[src/rtl/io_bus_bridge_pkg.sv]
// io_bus_bridge_pkg
// Shared encodings for the byte-wide peripheral data bus: bus cycle modes,
// CPU access sizes and the bridge state machine states, plus small helpers
// used to decode a CPU request.
package io_bus_bridge_pkg;

  typedef enum logic [1:0] {
    BUS_NONE  = 2'b00,
    BUS_READ  = 2'b01,
    BUS_WRITE = 2'b10
  } bus_mode_e;

  typedef enum logic [1:0] {
    SIZE_BYTE = 2'b00,
    SIZE_HALF = 2'b01,
    SIZE_WORD = 2'b10,
    SIZE_BAD  = 2'b11
  } size_e;

  typedef enum logic [1:0] {
    ST_IDLE = 2'b00,
    ST_XFER = 2'b01,
    ST_DONE = 2'b10
  } state_e;

  // Number of bytes moved for a given size. The illegal size reports 1 so
  // the end-address arithmetic never underflows; it is rejected anyway.
  function automatic logic [2:0] size_bytes(input logic [1:0] size);
    case (size)
      SIZE_HALF: size_bytes = 3'd2;
      SIZE_WORD: size_bytes = 3'd4;
      default:   size_bytes = 3'd1;
    endcase
  endfunction

  function automatic logic misaligned(input logic [1:0] size, input logic [1:0] addr_lo);
    case (size)
      SIZE_HALF: misaligned = addr_lo[0];
      SIZE_WORD: misaligned = |addr_lo;
      default:   misaligned = 1'b0;
    endcase
  endfunction

endpackage

[src/rtl/io_bus_bridge_load_extend.sv]
// load_extend
// Extends the captured load bytes to 32 bits.
//   raw          : captured bytes, byte 0 in [7:0]
//   size         : access size (byte / half / word)
//   is_unsigned  : 1 = zero-extend, 0 = sign-extend
//   ext          : extended result
module load_extend
  import io_bus_bridge_pkg::*;
(
  input  logic [31:0] raw,
  input  logic [1:0]  size,
  input  logic        is_unsigned,
  output logic [31:0] ext
);

  logic fill_b;
  logic fill_h;

  always_comb begin
    fill_b = raw[7]  & ~is_unsigned;
    fill_h = raw[15] & ~is_unsigned;
    case (size)
      SIZE_BYTE: ext = {{24{fill_b}}, raw[7:0]};
      SIZE_HALF: ext = {{16{fill_h}}, raw[15:0]};
      default:   ext = raw;
    endcase
  end

endmodule

[src/rtl/io_bus_bridge.sv]
// io_bus_bridge
// Bridges single CPU load/store requests onto a byte-wide peripheral bus,
// one bus cycle per byte, little-endian. Requests outside the IO window,
// misaligned or of illegal size complete with an error and no bus cycle.
//   clk, reset (async, active-low)
//   cpu_req/cpu_we/cpu_size/cpu_unsigned/cpu_addr/cpu_wdata : request
//   cpu_rdata/cpu_ready/cpu_error                           : completion
//   data_bus_addr/write/read/mode/select                    : peripheral bus
module io_bus_bridge
  import io_bus_bridge_pkg::*;
#(
  parameter logic [31:0] IO_BASE  = 32'h0000_4000,
  parameter logic [31:0] IO_LIMIT = 32'h0000_40FF
) (
  input  logic        clk,
  input  logic        reset,
  input  logic        cpu_req,
  input  logic        cpu_we,
  input  logic [1:0]  cpu_size,
  input  logic        cpu_unsigned,
  input  logic [31:0] cpu_addr,
  input  logic [31:0] cpu_wdata,
  output logic [31:0] cpu_rdata,
  output logic        cpu_ready,
  output logic        cpu_error,
  output logic [31:0] data_bus_addr,
  output logic [7:0]  data_bus_write,
  input  logic [7:0]  data_bus_read,
  output logic [1:0]  data_bus_mode,
  output logic        data_bus_select
);

  state_e      state;
  logic [31:0] addr_q;
  logic [31:0] wdata_q;
  logic [31:0] buf_q;
  logic [1:0]  size_q;
  logic [1:0]  idx_q;
  logic [1:0]  last_q;
  logic        we_q;
  logic        uns_q;
  logic        err_q;

  logic [2:0]  req_bytes;
  logic [32:0] req_end;
  logic        reject;
  logic [1:0]  idx_nxt;
  logic [31:0] ext_data;

  // Request decode; the end address is kept 33 bits wide so an access
  // wrapping past 0xFFFF_FFFF is still seen as beyond the window.
  always_comb begin
    req_bytes = size_bytes(cpu_size);
    req_end   = {1'b0, cpu_addr} + {30'b0, req_bytes} - 33'd1;
    reject    = (cpu_size == SIZE_BAD) | misaligned(cpu_size, cpu_addr[1:0]) |
                (cpu_addr < IO_BASE) | (req_end > {1'b0, IO_LIMIT});
    idx_nxt   = idx_q + 2'd1;
  end

  always_ff @(posedge clk or negedge reset) begin
    if (!reset) begin
      state           <= ST_IDLE;
      addr_q          <= '0;
      wdata_q         <= '0;
      buf_q           <= '0;
      size_q          <= '0;
      idx_q           <= '0;
      last_q          <= '0;
      we_q            <= 1'b0;
      uns_q           <= 1'b0;
      err_q           <= 1'b0;
      cpu_ready       <= 1'b0;
      cpu_error       <= 1'b0;
      data_bus_addr   <= '0;
      data_bus_write  <= '0;
      data_bus_mode   <= BUS_NONE;
      data_bus_select <= 1'b0;
    end else begin
      case (state)
        ST_IDLE: begin
          cpu_ready <= 1'b0;
          cpu_error <= 1'b0;
          if (cpu_req) begin
            addr_q  <= cpu_addr;
            wdata_q <= cpu_wdata;
            size_q  <= cpu_size;
            we_q    <= cpu_we;
            uns_q   <= cpu_unsigned;
            idx_q   <= 2'd0;
            last_q  <= 2'(req_bytes - 3'd1);
            buf_q   <= '0;
            if (reject) begin
              err_q     <= 1'b1;
              cpu_ready <= 1'b1;
              cpu_error <= 1'b1;
              state     <= ST_DONE;
            end else begin
              // Byte 0 goes on the bus in the cycle right after acceptance.
              err_q           <= 1'b0;
              data_bus_addr   <= cpu_addr;
              data_bus_write  <= cpu_wdata[7:0];
              data_bus_mode   <= cpu_we ? BUS_WRITE : BUS_READ;
              data_bus_select <= 1'b1;
              state           <= ST_XFER;
            end
          end
        end
        ST_XFER: begin
          if (!we_q) buf_q[{idx_q, 3'b000} +: 8] <= data_bus_read;
          if (idx_q == last_q) begin
            data_bus_addr   <= '0;
            data_bus_write  <= '0;
            data_bus_mode   <= BUS_NONE;
            data_bus_select <= 1'b0;
            cpu_ready       <= 1'b1;
            cpu_error       <= 1'b0;
            state           <= ST_DONE;
          end else begin
            idx_q          <= idx_nxt;
            data_bus_addr  <= addr_q + {30'b0, idx_nxt};
            data_bus_write <= wdata_q[{idx_nxt, 3'b000} +: 8];
          end
        end
        ST_DONE: begin
          cpu_ready <= 1'b0;
          cpu_error <= 1'b0;
          err_q     <= 1'b0;
          state     <= ST_IDLE;
        end
        default: state <= ST_IDLE;
      endcase
    end
  end

  load_extend u_load_extend (
    .raw         (buf_q),
    .size        (size_q),
    .is_unsigned (uns_q),
    .ext         (ext_data)
  );

  // Load data is only presented during the completion cycle of a good load.
  assign cpu_rdata = (state == ST_DONE && !we_q && !err_q) ? ext_data : 32'h0;

endmodule

[config.mk]
export PLATFORM = sky130hd
export DESIGN_NAME = io_bus_bridge
export DESIGN_NICKNAME = d
export VERILOG_FILES = /design/src/rtl/io_bus_bridge_pkg.sv /design/src/rtl/io_bus_bridge_load_extend.sv /design/src/rtl/io_bus_bridge.sv
export SDC_FILE = /design/constraint.sdc
export NUM_CORES = 1
export LEC_CHECK = 0
export ABC_CLOCK_PERIOD_IN_PS = 4800
export BUFFER_PORTS_ARGS = -buffer_cell sky130_fd_sc_hd__buf_4
export CORE_MARGIN = 3
export CORE_UTILIZATION = 40
export CTS_CLUSTER_DIAMETER = 40
export CTS_CLUSTER_SIZE = 14
export DETAILED_ROUTE_END_ITERATION = 8
export PLACE_DENSITY = 0.71
export SYNTH_ARGS = -nofsm -noshare
export SYNTH_HDL_FRONTEND = slang
export SYNTH_HIERARCHICAL = 1
export SYNTH_SLANG_ARGS = --single-unit
[constraint.sdc]
create_clock -name clk -period 4.8 [get_ports clk]
set_input_delay 0.96 -clock clk [delete_from_list [all_inputs] [get_ports clk]]
set_output_delay 0.96 -clock clk [all_outputs]
set_load 0.005 [all_outputs]
==> impl_metrics.py, run 1 <==
metrics = {
    "outcome": {
        "status": "finished, final reports clean",
    },
    "finish": {
        "nets": 1415,
        "final_cells": 1611,
        "antennaDiodeCount": 0,
        "design_area_um2": 12400,
        "drive_above_1_share_pct": 23.0,
        "syn_to_final_growth_pct": 22.5,
    },
    "critical_path": {
        "reg2regPathDepth": 14,
        "crit_buf_inv": 8,
        "critPathMaxFanout": 18,
        "cp_cell_sequence": "buf_4 > inv_1 > buf_4 > ha_1 > inv_1 > ha_1 > inv_1 > ha_1 > a211oi_2 > o21a_1 > buf_4 > o31a_1 > nor2_1 > a311o_1 > o2111a_1 > nand4_1 > nand4bb_4 > o31ai_4 > buf_4 > clkbuf_16 > o221ai_1 > o21a_1",
        "end_kind": "flip-flop",
        "crit_family": "compound AO/OA/AOI/OAI gates",
        "crit_path_frequent_cell": "buf_4",
        "max_stage_delay_ps": 340,
        "path_class": "in -> reg",
        "rr_endpoint": "data_bus_addr[31]",
        "crit_required_ps": 5120,
        "slowest_stage": "o31a_1",
        "r2r_setup_slack_ps": 480,
        "r2r_start": "idx_q[1]",
        "critPathArrivalTime_ps": 4980,
        "start_kind": "primary input",
    },
    "timing": {
        "slew_viol_final": 0,
        "worst_pin_slew_ps": 1250,
        "fin_skew_ps": 8.51,
        "relSlewSlack_pct": 16.9,
        "timing.fmax_mhz": 215,
        "period_share_pct": 97.1,
        "finalSetupViolations": 0,
        "hold_viol_final": 0,
        "holdWs_ps": 479,
        "fin_crit_ps": 4660,
    },
    "synthesis": {
        "ys_warn_count": 6,
        "synth-edff-count": 0,
        "syn_inst": 1128,
        "synthArstFlopShare_pct": 100,
        "syn_nets": 1269,
        "synth_ff_type": "dfrtp_1",
        "ys_types": 76,
        "synth_top_area_cell": "dfrtp_1",
        "synth_area_leaders": "dfrtp_1 (38%), ha_1 (7.4%), nand2_1 (5.9%)",
        "yosysMostFrequentCell": "nand2_1",
        "netlist.area_leader.share_pct": 37.7,
        "synthTopCellsByCount": "nand2_1 (158), dfrtp_1 (152), o21ai_0 (105)",
        "syn_area_um2": 10100,
        "ys_ff_latch": 152,
        "syn_area_per_cell_um2": 8.95,
        "seq_area_frac_synth_pct": 37.7,
    },
    "worst_hold_path": {
        "hp-class": "reg -> reg",
        "min_to": "buf_q[13]",
        "min_path_cells": 2,
        "hold_start": "buf_q[13]",
    },
    "route": {
        "drt_iter0_markers": 668,
        "wl_um": 28300,
        "final_antenna_net_count": 0,
        "viasPerCell": 5.55,
        "vias": 8945,
        "drt_pass1_iterations": 5,
        "remaining_drc_errors": 0,
        "wl_per_cell_um": 17.6,
    },
    "clock_network": {
        "tritoncts": "done",
        "cts_buffers": 17,
        "cts-root-to-sink-buffers": 2,
        "htreeDepth": 4,
        "cts_hold_buf": 0,
        "cts.sinks": 152,
        "clk_latency_ps": 430,
        "clkTransAtPathRegs_ps": 70,
        "cts_root_buf": "clkbuf_16",
    },
    "grt": {
        "grt_pass1_vias": 8584,
        "grt_max_degree": 112,
        "antenna_found_initial": 0,
        "grt_overflow_total": 0,
        "track_usage_pct": 20.8,
        "grt_pass1_wl_um": 45300,
    },
    "die": {
        "die_w_um": 165,
        "fp-row-count": 57,
        "top_level_ports": 156,
        "dieArea_um2": 27200,
        "die_h_um": 165,
        "coreArea_um2": 24500,
        "initial_utilization_pct": 41.2,
    },
    "power": {
        "cellPowerDensity_nw_per_um2": 367,
        "ir_drop_mv": 0.216,
        "leakagePower_uw": 0.00569,
        "p_total_uw": 4550,
    },
    "place": {
        "placed_area_um2": 11700,
        "place_inst": 1576,
        "port_buffers": 155,
        "gp_congestion": 0.926,
        "hpwl_um": 21400,
    },
    "flow_run": {
        "cap_violations": 0,
    },
}
==> cell type report <==
class                           count  area [um2]
Fill cell                        2315       12200
Timing Repair Buffer              197        1520
Multi-Input combinational cell    841        5810
Tap cell                          324         405
Sequential cell                   152        3800
Clock inverter                     15         170
Clock buffer                       17         425
Inverter                           65         244
==> timing repair <==
action	in CTS	in global routing
hold endpoints to repair	0	0
endpoints found under the setup margin	0	48
setup buffers	0	2
resized for setup	0	12
==> power breakdown <==
group | internal [uW] | switching [uW] | total (uW)
Clock | 747 | 634 | 1380
Combinational | 574 | 716 | 1290
Sequential | 1580 | 291 | 1870
Total | 2910 | 1640 | 4550
==> through the flow <==
| stage | TNS [ps] | utilization (%) | setup slack (ps) |
|---|---|---|---|
| after global placement | -3750 | 47.5 | -118 |
| after CTS | 0 | 50.0 | 96.7 |
| final | 0 | 50.4 | 141 |
| after floorplan | 0 | - | 280 |
| after global routing | -95.6 | 50.4 | -30.4 |
| after detailed placement | -11860 | 47.5 | -326 |
==> metal layers <==
| metal | up-vias | wire length [um] | GRT usage (%) |
|---|---|---|---|
| li1 | 4311 | - | - |
| met1 | 4303 | 12700 | 28.8 |
| met2 | 298 | 13500 | 33.9 |
| met3 | 33 | 1620 | 3.21 |
| met4 | 0 | 537 | 5.79 |
| met5 | - | 0 | 0 |
==> flip-flops by register name, indices dropped and copies added, names as in the netlist, 2 cells and up <==
name	count
addr_q	32
buf_q	32
data_bus_addr	32
data_bus_mode	2
data_bus_write	8
idx_q	2
last_q	2
size_q	2
state	2
wdata_q	32
==> layout by cell type, fill, tap and decap left out, drive strengths merged, types with 12 or more instances in the layout <==
master	count
xnor2	20
o221ai	28
dfrtp	152
a22o	12
clkbuf	18
and2	36
nor3	16
and3	13
o21ai	116
ha	60
inv	76
xor2	21
a21oi	48
nor2	48
nand2	158
mux2	41
nand4	18
buf	196
nand3	30
o21a	32
==> cells by family after synthesis <==
group / after synthesis / share of synthesized area (%)
adder cells (fa/ha/maj): 62 / 7.83
AND/OR/NAND/NOR: 368 / 17.9
XOR/XNOR: 41 / 3.56
flip-flops: 152 / 37.7
multiplexers: 52 / 6.73
AO/OA/AOI/OAI: 318 / 20.6
buffers and inverters: 135 / 5.75
==> worst reg2reg max path, cell delays in order, from the launching register on <==
cell and delay (ps):
dfrtp_1 430, inv_1 110, ha_1 560, ha_1 420, a21oi_1 110, nor3b_1 430, nand3_1 300, nor2_1 390
and3_1 280, nor2b_1 380, nand2b_1 170, nor2_1 180, xnor2_1 170, o221ai_1 130, o21a_1 160
==> worst max path at each step <==
stage	start	to	slack (ps)	depth (start not counted)
final	cpu_size[0]	data_bus_addr[18]	140	22
after detailed placement	cpu_size[1]	data_bus_write[2]	-330	22
after floorplan	cpu_size[0]	data_bus_addr[28]	280	20
after CTS	cpu_size[0]	data_bus_write[2]	100	22
after global placement	cpu_size[1]	data_bus_write[0]	-120	22
after global routing	cpu_size[1]	data_bus_addr[18]	-30	22
Power figures use the tool's default switching activity.
==> run 2: changes to the inputs <==
- ABC_CLOCK_PERIOD_IN_PS: 4800 -> 5810
- clock period: 4.8 -> 5.81 ns (I/O delays scaled with it)
==> run 2 against run 1 <==
Against the previous run:
- die area stayed put
- non-clock buffer count is 33 lower
- final area is 2.6% lower
- global-route usage is 0.23 points lower
- via count is 1.4% lower
- count of clock-buffer cells in the layout stayed put
- sequential cell count stayed put
- critical endpoint is now data_bus_addr[31]
- largest power group unchanged
==> impl_metrics.py, run 2 (same netlist as run 1, synthesis figures left out) <==
metrics = {
    "outcome": {
        "status": "finished, final reports clean",
    },
    "finish": {
        "multi_input_area_um2": 5740,
        "antennaDiodeCount": 0,
        "syn_to_final_growth_pct": 19.3,
        "drive_above_1_share_pct": 20.4,
        "final_common_cell": "buf_4",
        "nets": 1382,
        "final_cell_mix": "buf_4 (162), nand2_1 (157), dfrtp_1 (152)",
        "fillCellCount": 2323,
        "final_cells": 1578,
        "seq_area_um2": 3800,
    },
    "place": {
        "hpwl_um": 20900,
        "gp_congestion": 0.917,
        "place_inst": 1546,
        "port_buffers": 155,
    },
    "timing": {
        "slew_viol_final": 0,
        "period_share_pct": 90.0,
        "hold_viol_final": 0,
        "relSlewSlack_pct": 23.9,
        "fin_crit_ps": 5230,
        "timing.fmax_mhz": 191,
        "finalSetupTns_ps": 0,
        "worst_pin_slew_ps": 1140,
        "finalSetupViolations": 0,
        "fin_skew_ps": 14.0,
        "rsz0062_at_grt": "no",
    },
    "die": {
        "coreArea_um2": 24500,
        "die_w_um": 165,
        "top_level_ports": 156,
        "initial_utilization_pct": 41.2,
        "dieArea_um2": 27200,
        "die_h_um": 165,
        "fp-row-count": 57,
    },
    "critical_path": {
        "critPathArrivalTime_ps": 5540,
        "rr_endpoint": "data_bus_addr[28]",
        "cp_cell_sequence": "buf_4 > inv_1 > ha_1 > inv_1 > ha_1 > inv_1 > ha_1 > inv_1 > fa_1 > nand2b_1 > a21oi_1 > o211ai_1 > a31oi_1 > mux2_1 > nor2_1 > a2111oi_0 > nand4bb_1 > o31ai_4 > buf_4 > o221ai_1 > o21a_1",
        "slowest_stage": "a2111oi_0",
        "reg2regPathDepth": 14,
        "crit_buf_inv": 6,
        "crit_required_ps": 6120,
        "crit_family": "compound AO/OA/AOI/OAI gates",
        "end_kind": "flip-flop",
        "max_stage_delay_ps": 400,
        "crit_path_frequent_cell": "inv_1",
        "r2r_start": "idx_q[1]",
        "start_kind": "primary input",
        "critPathMaxFanout": 34,
        "r2r_setup_slack_ps": 1580,
        "path_class": "in -> reg",
    },
    "grt": {
        "grt_overflow_total": 0,
        "grt_pass1_vias": 8574,
        "track_usage_pct": 20.6,
        "grt_pass1_wl_um": 44800,
        "grt_max_degree": 110,
        "antenna_found_initial": 0,
    },
    "worst_hold_path": {
        "hold_start": "buf_q[13]",
        "hp-class": "reg -> reg",
        "min_to": "buf_q[13]",
        "min_path_cells": 2,
    },
    "clock_network": {
        "cts_root_buf": "clkbuf_16",
        "cts-root-to-sink-buffers": 2,
        "post_cts_buffers": 0,
        "cts_hold_buf": 0,
        "clk_latency_ps": 430,
        "htreeDepth": 4,
        "tritoncts": "done",
        "cts.sinks": 152,
        "cts_resized": 0,
        "cts_buffers": 17,
        "clkTransAtPathRegs_ps": 70,
    },
    "route": {
        "vias": 8824,
        "wl_met3_um": 1270,
        "final_antenna_net_count": 0,
        "drt_iter0_markers": 792,
        "wl_um": 27900,
        "viasPerCell": 5.59,
        "drt_pass1_iterations": 6,
        "top_layer_used": "met4",
        "remaining_drc_errors": 0,
        "wl_per_cell_um": 17.7,
        "met2WireLength_um": 13600,
        "drt-met1-wl_um": 12500,
    },
    "flow_run": {
        "cap_violations": 0,
    },
    "power": {
        "cellPowerDensity_nw_per_um2": 308,
        "ir_drop_mv": 0.191,
        "leakagePower_uw": 0.00550,
    },
}
-- run 2: cell count changes in the layout (fill, tap and decap cells not counted), sizes merged --
cell,previous run,this run
buf,196,164
clkinv,2,5
inv,76,73
clkbuf,18,17
-- run 2: per-stage QoR --
step / instance area (um2) / total power, uW / util, % / hold slack [ps] / worst slack [ps]
floorplan: 10100 / 2280 / - / 444 / 1090
global placement: 11400 / 2540 / 46.6 / 456 / 512
detailed placement: 11400 / 2580 / 46.6 / 463 / 275
CTS: 12000 / 3730 / 49.1 / 479 / 697
global route: 12000 / 3940 / 49.1 / 506 / 177
finish: 12000 / 3710 / 49.1 / 474 / 583
-- run 2: cell type report --
cell class	count	share of cell area, %
Multi-Input combinational cell	841	47.7
Sequential cell	152	31.6
Timing Repair Buffer	164	10.4
Clock buffer	17	3.53
Tap cell	324	3.36
Inverter	65	2.02
Clock inverter	15	1.50
-- run 2: where the power goes --
group	leakage, uW	switching, uW	internal (uW)
logic	0.00323	579	450
registers	0.00198	236	1310
clock network	0.000295	520	618
total	0.00550	1330	2380
-- run 2: worst max path at each step --
stage,startpoint,to,slack (ps),cells after the start
after global placement,cpu_size[0],data_bus_addr[29],510,21
after CTS,cpu_size[0],data_bus_addr[31],700,21
final,cpu_size[0],data_bus_addr[31],580,21
after detailed placement,cpu_size[0],data_bus_addr[31],270,21
after floorplan,cpu_size[0],data_bus_addr[28],1090,20
after global routing,cpu_size[0],data_bus_addr[24],180,21
-- run 2: worst min-delay path: stages (launching register included) --
cell	delay, ps
dfrtp_1	340
nand2_1	40
o21ai_0	60
-- run 2: routing by layer --
metal,track usage (%),up-vias
met5,0,-
li1,-,4254
met1,27.2,4262
met3,2.68,40
met2,35.0,268
met4,6.52,0
==> run 3: changes to the inputs <==
- ABC_AREA: unset -> 1
- PLACE_DENSITY: 0.71 -> 0.7
- SKIP_LAST_GASP: unset -> 1
==> run 3 against run 2 <==
Against the previous run:
- sequential share of layout area is 2.0 points lower
- area after synthesis grew 8.2%
- synthesized cell count is 43% higher
==> impl_metrics.py, run 3 <==
metrics = {
    "outcome": {
        "status": "finished, final reports clean",
    },
    "grt": {
        "grt_pass1_vias": 9991,
        "grt_max_degree": 108,
        "antenna_found_initial": 0,
        "use_met2_pct": 36.4,
        "grt_overflow_total": 0,
        "use_met3_pct": 3.22,
        "met1_usage_pct": 28.1,
        "track_usage_pct": 21.4,
        "busiest_layer": "met2",
        "grt_pass1_wl_um": 50100,
    },
    "synthesis": {
        "synthTopCellsByCount": "nand2_1 (490), inv_1 (235), dfrtp_1 (152)",
        "synth_top_area_cell": "dfrtp_1",
        "yosysMostFrequentCell": "nand2_1",
        "syn_nets": 1753,
        "netlist.area_leader.share_pct": 34.8,
        "syn_area_um2": 10900,
        "ys_warn_count": 6,
        "ys_ff_latch": 152,
        "seq_area_frac_synth_pct": 34.8,
        "synth_ff_type": "dfrtp_1",
        "syn_area_per_cell_um2": 6.78,
        "ys_types": 45,
        "synthArstFlopShare_pct": 100,
        "synth_area_leaders": "dfrtp_1 (35%), nand2_1 (17%), inv_1 (8.1%)",
        "synth-edff-count": 0,
        "syn_inst": 1612,
    },
    "critical_path": {
        "start_kind": "primary input",
        "crit_required_ps": 6100,
        "path_class": "in -> reg",
        "critPathMaxFanout": 62,
        "critPathArrivalTime_ps": 4980,
        "end_kind": "flip-flop",
    },
    "timing": {
        "worst_pin_slew_ps": 1020,
        "relSlewSlack_pct": 31.7,
        "timing.fmax_mhz": 213,
        "holdWs_ps": 474,
        "hold_viol_final": 0,
        "fin_crit_ps": 4690,
        "rsz0062_at_grt": "no",
        "finalSetupTns_ps": 0,
        "period_share_pct": 80.7,
        "finalSetupViolations": 0,
        "fin_skew_ps": 11.4,
        "slew_viol_final": 0,
    },
    "route": {
        "drt_pass1_iterations": 5,
        "drt_iter0_markers": 858,
        "final_antenna_net_count": 0,
        "wl_um": 31700,
        "vias": 10600,
        "viasPerCell": 5.09,
        "wl_per_cell_um": 15.3,
        "remaining_drc_errors": 0,
    },
    "clock_network": {
        "post_cts_buffers": 0,
        "cts.sinks": 152,
        "cts_resized": 0,
        "clkTransAtPathRegs_ps": 60,
        "cts_buffers": 17,
        "tritoncts": "done",
        "cts_hold_buf": 0,
        "cts-root-to-sink-buffers": 2,
        "clk_latency_ps": 430,
        "htreeDepth": 4,
        "cts_root_buf": "clkbuf_16",
    },
    "die": {
        "initial_utilization_pct": 41.4,
        "dieArea_um2": 29300,
        "fp-row-count": 59,
        "die_w_um": 171,
        "top_level_ports": 156,
        "coreArea_um2": 26400,
        "die_h_um": 171,
    },
    "finish": {
        "fillCellCount": 2701,
        "seq_area_um2": 3800,
        "antennaDiodeCount": 0,
        "drive_above_1_share_pct": 15.9,
        "syn_to_final_growth_pct": 17.8,
        "final_common_cell": "nand2_1",
        "nets": 1874,
        "final_cell_mix": "nand2_1 (489), inv_1 (235), buf_4 (162)",
        "post-route-util_pct": 48.7,
        "multi_input_area_um2": 5860,
    },
    "power": {
        "cellPowerDensity_nw_per_um2": 376,
        "ir_drop_mv": 0.198,
        "leakagePower_uw": 0.00677,
    },
    "flow_run": {
        "cap_violations": 0,
    },
    "place": {
        "port_buffers": 155,
        "gp_congestion": 0.933,
        "hpwl_um": 24300,
    },
    "worst_hold_path": {
        "hp-class": "reg -> reg",
    },
}
## run 3: worst max-delay path, stage by stage
cell	delay, ps
buf_4	100
inv_1	60
ha_1	290
inv_1	50
ha_1	180
inv_1	60
ha_1	230
inv_1	80
fa_1	380
nor2_1	110
o21ai_1	80
nand2_1	140
nand2_1	90
nand2_1	120
nand2_1	80
nand3_1	90
nand2_1	50
nor2_1	90
nand2_1	60
nor2_1	120
nand3_2	180
nand2_4	290
nand2_4	500
nand2_1	240
o21ai_2	70
## run 3: where the power goes
part / internal, uW / switching [uW] / total (uW)
clock network: 730 / 450 / 1180
logic: 717 / 1130 / 1850
registers: 1460 / 351 / 1810
total: 2910 / 1930 / 4840
## run 3: kinds of logic after synthesis
logic type | after synthesis | share of synthesized area [%]
XOR/XNOR | 8 | 0.641
buffers and inverters | 307 | 11.7
adder cells (fa/ha/maj) | 62 | 7.24
AO/OA/AOI/OAI | 250 | 13.4
AND/OR/NAND/NOR | 833 | 32.3
flip-flops | 152 | 34.8
## run 3: per-stage QoR
stage | total power [uW] | area (um2) | cells | setup slack (ps)
after floorplan | 2990 | 10900 | 1612 | 1940
after global placement | 3620 | 12200 | 2049 | 851
after detailed placement | 3670 | 12200 | 2049 | 735
after CTS | 4860 | 12900 | 2081 | 1170
after global routing | 5210 | 12900 | 2081 | 730
final | 4840 | 12900 | 2081 | 1120
## run 3: layout make-up
class	count	area share [%]
multi-input combinational	1153	45.5
timing repair buffer	163	9.54
clock inverter	11	1.24
tap	335	3.26
clock buffer	21	3.73
sequential	152	29.5
inverter	246	7.17
## run 3: final timing paths
kind	slack [ps]	from	cells past startpoint	endpoint
max	1120	cpu_size[0]	25	data_bus_addr[16]
min	470	wdata_q[7]	2	wdata_q[7]
max reg2reg	1660	idx_q[1]	17	data_bus_addr[18]
min reg2reg	470	wdata_q[7]	2	wdata_q[7]
max in group asynchronous	3700	reset	2	cpu_error
min in group asynchronous	840	reset	1	wdata_q[12]
## run 3: routing by layer
layer  wire length (um)  vias to the layer above
li1                   -                     5343
met1              14100                     4854
met2              15100                      346
met3               1760                       46
met4                839                        0
met5                  0                        -
